**src/rtl/mac_unit_pkg.sv**
```systemverilog
// Shared constants for the multiply-accumulate unit, so engine-level
// instantiators can size their operand and accumulator buses consistently.
package mac_unit_pkg;

    localparam int MAC_A_W   = 16;
    localparam int MAC_B_W   = 16;
    localparam int MAC_ACC_W = 32;

endpackage

```
**src/rtl/mac_unit.sv**
```systemverilog
// Two-stage signed multiply-accumulate: a registered full-width product,
// then a wrapping accumulator that adds each valid product exactly once.
module mac_unit
    import mac_unit_pkg::*;
#(
    parameter int A_W   = MAC_A_W,
    parameter int B_W   = MAC_B_W,
    parameter int ACC_W = MAC_ACC_W
) (
    input  logic                    clk,
    input  logic                    rst,
    input  logic                    enable,
    input  logic signed [A_W-1:0]   a,
    input  logic signed [B_W-1:0]   b,
    output logic signed [ACC_W-1:0] acc
);

    localparam int P_W = A_W + B_W;

    logic signed [P_W-1:0]   prod;
    logic                    prod_valid;
    logic signed [ACC_W-1:0] prod_ext;

    always_ff @(posedge clk or posedge rst) begin
        if (rst) begin
            prod       <= '0;
            prod_valid <= 1'b0;
        end else begin
            prod_valid <= enable;
            if (enable) begin
                prod <= a * b;
            end
        end
    end

    // Size cast of a signed value sign-extends to the accumulator width.
    assign prod_ext = ACC_W'(prod);

    always_ff @(posedge clk or posedge rst) begin
        if (rst) begin
            acc <= '0;
        end else if (prod_valid) begin
            acc <= acc + prod_ext;
        end
    end

endmodule

```
**config.mk**
```make
export PLATFORM = sky130hd
export DESIGN_NAME = mac_unit
export DESIGN_NICKNAME = d
export VERILOG_FILES = /design/src/rtl/mac_unit_pkg.sv /design/src/rtl/mac_unit.sv
export SDC_FILE = /design/constraint.sdc
export NUM_CORES = 1
export LEC_CHECK = 0
export CORE_ASPECT_RATIO = 2
export CORE_MARGIN = 2
export CORE_UTILIZATION = 50
export CTS_BUF_LIST = sky130_fd_sc_hd__clkbuf_8
export DETAILED_ROUTE_END_ITERATION = 8
export GPL_TIMING_DRIVEN = 0
export HOLD_SLACK_MARGIN = 0.1
export PLACE_DENSITY_LB_ADDON = 0.12
export SLEW_MARGIN = 20
export SYNTH_ARGS = -nofsm -noshare
export SYNTH_HDL_FRONTEND = slang
export SYNTH_SLANG_ARGS = --single-unit
```
**constraint.sdc**
```tcl
create_clock -name clk -period 3.2 [get_ports clk]
set_clock_uncertainty 0.1 [all_clocks]
set_input_delay 0.32 -clock clk [delete_from_list [all_inputs] [get_ports clk]]
set_output_delay 0.32 -clock clk [all_outputs]
set_load 0.01 [all_outputs]
```
==> flow_metrics.tcl, run 1 <==
set metrics [dict create \
    crit_required_ns 3.36 \
    register_area_um2 1630 \
    synth.cell_area_um2 14200 \
    clock_latency_ns 0.38 \
    hold_class "in -> async" \
    top_layer "met4" \
    ant_nets 0 \
    fin_util_pct 64.3 \
    drv_slew 0 \
    die_w_um 123 \
    worst_slack_ns -2.74 \
    syn_to_final_growth_pct 26.8 \
    worst_slew_pin_slew_ns 0.850 \
    routed_wl_mm 44.3 \
    yosysUniqueCellTypes 75 \
    fmax_ghz 0.168 \
    cts.sinks 65 \
    syn_nets 1967 \
    postCtsHoldBufs 0 \
    final_common_cell "inv_1" \
    path_clk_slew_ns 0.08 \
    die_h_um 243 \
    rsz0062_at_grt "yes" \
    setup_viol_count_final 26 \
    critical_path_arrival_ns 6.11 \
    synth_flop_cell "dfrtp_1" \
    clockBufferDepth 2 \
    layout_common_cells "inv_1, fa_1, nand2_1" \
    final.fill_count 2335 \
    maxSlewHeadroom_pct 43.4 \
    period_share_pct 186 \
    wl_met2_mm 24.6 \
    portBuffers 66 \
    endpoint "prod[31]" \
    first_pass_iters 7 \
    place_area_um2 16000 \
    post_drt_wl_per_cell_um 21.0 \
    multi_input_area_um2 12100 \
    dp_cells 1979 \
    drc 0 \
    pre_cts_ws_ns -4.15 \
    worstReg2RegEnd "acc[22]" \
    failed_checks "setup timing" \
    vias 11800 \
    gp_congestion 0.974 \
    critPathMaxFanout 6 \
    syn_area_per_cell_um2 9.15 \
    ios 67 \
    m1WireLength_mm 13.6 \
    synth-seq-cells 65 \
    reg2reg_depth 11 \
    num-nets-final 2160 \
    synth_edf_count 0 \
    dp_hpwl_mm 35.9 \
    row_count 87 \
    core_um2 28100 \
    path_class "in -> reg" \
    reg2reg_from "acc[0]" \
    fin_cells 2111 \
    ctsRootBufferMaster "clkbuf_8" \
    final_hold_viol_count 0 \
    antenna_found_initial 1 \
    syn_inst 1556 \
    viasPerCell 5.57 \
    grt_usage_pct 30.4 \
    start_util_pct 50.7 \
    grt_max_degree 40 \
    postSynth.asyncResetShare_pct 100 \
    ys_warn_count 0 \
    drv_cap 0 \
    cp-startpoint "b[2]" \
    final_area_um2 18100 \
    critPathCaptureType "flop" \
    grt_pass1_wl_mm 67.4 \
    rrSetupSlack_ns 0.13 \
    seq_area_frac_synth_pct 11.4 \
    die_area_um2 29900 \
    drtIter0Drc 472 \
    outcome "complete, but fails checks" \
    cts_tree "built" \
    start_kind "primary input" \
    first_global_vias 12800 \
    min_period_ns 5.94 \
    htreeDepth 3 \
    cts-buffers-inserted 9 \
    final_layout_size_suffix_gt1_share_pct 25.3 \
    route.met3.wl_mm 1.18 \
    grt_overflow_total 0 \
]
[metal layers]
| layer | global-route usage, % | up-vias |
|---|---|---|
| met3 | 2.21 | 197 |
| met5 | 0 | - |
| li1 | - | 5264 |
| met1 | 27.8 | 5927 |
| met4 | 26.7 | 0 |
| met2 | 57.0 | 373 |
[area by class of cell]
cell class	instances	area share [%]
diodes	1	0.0139
clock inverters	7	0.520
well taps	356	2.47
repair buffers	183	9.75
inverters	336	7.04
clock buffers	9	0.686
flip-flops and latches	65	9.01
multi-input cells	1101	67.0
plain buffers	53	3.55
[worst min-delay path by stage]
| stage | start | endpoint | slack, ns | cells after the start |
|---|---|---|---|---|
| after CTS | rst | acc[17] | 0.16 | 2 |
| final | rst | acc[17] | 0.17 | 2 |
| after global routing | rst | acc[29] | 0.21 | 2 |
| after global placement | prod[23] | prod[23] | 0.37 | 1 |
| after detailed placement | prod[23] | prod[23] | 0.39 | 1 |
| after floorplan | enable | prod_valid | 0.25 | 0 |
[worst max-delay path, stage by stage]
cell and delay, ns:
buf_12 0.11, clkbuf_16 0.14, nand2_4 0.06, inv_2 0.04, fa_2 0.60, buf_12 0.13
fa_2 0.47, buf_6 0.14, fa_1 0.49, fa_2 0.45, fa_1 0.49, inv_1 0.05
fa_1 0.48, inv_1 0.05, ha_1 0.31, buf_8 0.14, and3_4 0.15, a21boi_4 0.15
a221oi_4 0.29, o41ai_4 0.17, o311ai_2 0.27, a31oi_1 0.16, o21a_1 0.19, o31a_1 0.24
[synthesized netlist by cell type (5+ instances only)]
cell | number | area (um^2)
a211o_1 | 6 | 52.6
a211oi_1 | 12 | 90.1
a21boi_0 | 5 | 37.5
a21o_1 | 9 | 67.6
a21oi_1 | 51 | 255
and2_1 | 121 | 757
and3_1 | 9 | 56.3
buf_1 | 5 | 18.8
clkbuf_1 | 43 | 161
dfrtp_1 | 65 | 1630
fa_1 | 263 | 5270
ha_1 | 113 | 1410
inv_1 | 334 | 1250
mux2_2 | 31 | 349
nand2_1 | 173 | 649
nand2b_1 | 13 | 81.3
nand3_1 | 18 | 90.1
nand4_1 | 6 | 37.5
nor2_1 | 54 | 203
nor3_1 | 16 | 80.1
nor4b_1 | 6 | 52.6
o211ai_1 | 11 | 82.6
o21a_1 | 10 | 75.1
o21ai_0 | 31 | 155
o21bai_1 | 9 | 67.6
o311ai_0 | 6 | 52.6
o31ai_1 | 8 | 60.1
or3_1 | 8 | 50.1
xnor2_1 | 36 | 315
xor2_1 | 7 | 61.3
[sequential cells by signal, summed over array words and instances (netlist names)]
name,cells
acc,32
prod,32
prod_valid,1
[per-stage QoR]
step | setup TNS, ns | hold WS [ns]
6_report | -52.12 | 0.173
3_3_place_gp | -83.08 | 0.373
5_1_grt | -55.13 | 0.208
2_1_floorplan | -46.92 | 0.251
4_1_cts | -51.01 | 0.163
3_5_place_dp | -80.72 | 0.390
[logic make-up after synthesis]
group	count (synthesis)	synth area share [%]
AO/OA/AOI/OAI	203	10.2
XOR/XNOR	43	2.65
adder cells (fa/ha/maj)	376	46.9
buffers and inverters	390	10.6
flip-flops	65	11.4
multiplexers	32	2.52
AND/OR/NAND/NOR	447	15.8
[timing repair]
| action | CTS | global route |
|---|---|---|
| buffers inserted | 61 | 55 |
| gates resized for setup | 331 | 132 |
| pin swaps | 74 | 85 |
| endpoints found under the setup margin | 28 | 31 |
| gates cloned | 4 | 2 |
Power of run 1 is not shown: default switching activity piles up to over one toggle a cycle in this logic, so the estimate is an artifact.
==> inputs of run 2 (changes only) <==
Settings changed: CORE_MARGIN 2 to 10.
==> run 2 against run 1 <==
Compared with the run above: the run still ends with setup timing left; register-to-register slack better by 0.07 ns; routed wire length is 0.47% lower; hold slack better by 0.0079 ns; flip-flop and latch count stayed put; via count is 2.2% lower; maximum frequency is 2.3% higher; cell area is 1.7% lower; worst setup slack better by 0.13 ns; critical path type unchanged; critical endpoint is now prod[27].
==> flow_metrics.tcl, run 2 (same netlist as run 1, synthesis figures left out) <==
set metrics [dict create \
    ctsRootBufferMaster "clkbuf_8" \
    tns_ns -52.36 \
    grt_max_degree 38 \
    min_period_ns 5.81 \
    grt_usage_pct 24.4 \
    post_drt_wl_per_cell_um 21.2 \
    critPathMaxStageDelay_ns 0.56 \
    cts.sinks 65 \
    pre_cts_ws_ns -4.20 \
    cp_cell_sequence "buf_6 -> clkbuf_16 -> and2_4 -> fa_1 -> inv_2 -> fa_2 -> fa_1 -> inv_2 -> fa_1 -> fa_1 -> inv_1 -> fa_1 -> inv_2 -> ha_4 -> a211oi_4 -> o21ai_2 -> a221oi_4 -> o41ai_4 -> buf_4 -> o31ai_4 -> o21bai_1 -> xor2_1 -> mux2_4" \
    final_common_cell "inv_1" \
    final_hold_viol_count 0 \
    routed_wl_mm 44.1 \
    antenna_found_initial 1 \
    final.fill_count 2374 \
    drv_slew 0 \
    worst_slew_pin_slew_ns 0.862 \
    viasPerCell 5.52 \
    postCtsHoldBufs 0 \
    worst_slack_ns -2.61 \
    top_regs "acc: 32 flops, prod: 32 flops, prod_valid: 1 flops" \
    fmax_ghz 0.172 \
    final_layout_size_suffix_gt1_share_pct 23.7 \
    drtIter0Drc 456 \
    first_pass_iters 5 \
    die_area_um2 36000 \
    drc 0 \
    maxSlewHeadroom_pct 42.6 \
    critical_path_arrival_ns 5.98 \
    reg2reg_from "acc[0]" \
    hold_class "in -> async" \
    register_area_um2 1630 \
    clockBufferDepth 2 \
    start_kind "primary input" \
    gp_congestion 1.03 \
    hold_slack_ns 0.181 \
    critPathMaxFanout 8 \
    rrSetupSlack_ns 0.20 \
    outcome "complete, but fails checks" \
    path_clk_slew_ns 0.08 \
    grt_overflow_total 0 \
    worstReg2RegEnd "acc[28]" \
    core_um2 28200 \
    num-nets-final 2131 \
    clock_latency_ns 0.38 \
    first_global_vias 12500 \
    portBuffers 66 \
    path_class "in -> reg" \
    cts-buffers-inserted 9 \
    failed_checks "setup timing" \
    start_util_pct 50.5 \
    slowest_stage "fa_1" \
    ios 67 \
    crit_path_frequent_cell "fa_1" \
    critPathCaptureType "flop" \
    period_share_pct 182 \
    vias 11500 \
    rsz0062_at_grt "yes" \
    reg2reg_depth 12 \
    htreeDepth 3 \
    grt_pass1_wl_mm 68.4 \
    fin_util_pct 62.9 \
    row_count 87 \
    ant_nets 0 \
    multi_input_area_um2 12100 \
    cts_tree "built" \
    drv_cap 0 \
    crit_required_ns 3.37 \
    die_h_um 259 \
    setup_viol_count_final 26 \
    die_w_um 139 \
    layout_common_cells "inv_1, fa_1, nand2_1" \
    dp_hpwl_mm 36.1 \
    syn_to_final_growth_pct 24.6 \
]
run 2: cell count changes in the layout (fill, tap and decap cells not counted), sizes merged:
cell / previous run / this run
dlymetal6s2s: 0 / 1
clkbuf: 52 / 49
clkdlybuf4s15: 0 / 2
clkinvlp: 2 / 3
buf: 158 / 130
dlygate4sd2: 1 / 0
clkinv: 4 / 3
run 2: how the worst max path moves through the flow:
| stage | from | end | slack [ns] | depth (start not counted) |
|---|---|---|---|---|
| 2_1_floorplan | b[2] | prod[31] | -2.70 | 21 |
| 3_3_place_gp | a[15] | prod[31] | -4.18 | 22 |
| 3_5_place_dp | a[15] | prod[31] | -4.20 | 22 |
| 4_1_cts | a[15] | prod[31] | -2.60 | 23 |
| 5_1_grt | b[1] | prod[31] | -2.71 | 22 |
| 6_report | a[13] | prod[27] | -2.61 | 23 |
run 2: metal layers:
metal / wire length, um / GRT usage (%) / share of wire (%) / vias up
li1: - / - / - / 5221
met1: 13900 / 22.3 / 32 / 5800
met2: 24800 / 47.7 / 56 / 323
met3: 1390 / 2.60 / 3.2 / 158
met4: 3940 / 18.0 / 9.0 / 0
met5: 0 / 0 / 0 / -
run 2: metrics by stage:
| step | std cells | area (um^2) |
|---|---|---|
| 2_1_floorplan | 1556 | 14800 |
| 3_3_place_gp | 1978 | 16000 |
| 3_5_place_dp | 1979 | 16000 |
| 4_1_cts | 2053 | 17300 |
| 5_1_grt | 2082 | 17700 |
| 6_report | 2082 | 17700 |
run 2: area by class of cell:
cell class                      count  area share (%)
Timing Repair Buffer              156            8.35
Inverter                          336            7.16
Clock inverter                      7           0.571
Multi-Input combinational cell   1101            68.0
Antenna cell                        1          0.0141
Clock buffer                        9           0.698
Sequential cell                    65            9.17
Tap cell                          356            2.51
Buffer                             51            3.50
run 2: worst max-delay path: cells and delay by family:
| family | cells | cell delay [ns] |
|---|---|---|
| muxes | 1 | 0.26 |
| buffers and inverters | 7 | 0.64 |
| AOI/OAI and AO/OA | 6 | 1.13 |
| xor gates and xnor gates | 1 | 0.18 |
| adders and majority gates | 7 | 3.29 |
| and+or+nand+nor | 1 | 0.14 |
run 2: timing repair:
item | CTS | global route
resized for setup | 325 | 96
setup buffers | 55 | 31
endpoints found under the setup margin | 28 | 31
gates cloned | 3 | 1
pin swaps | 60 | 81
Power of run 2 is left out for the same reason.
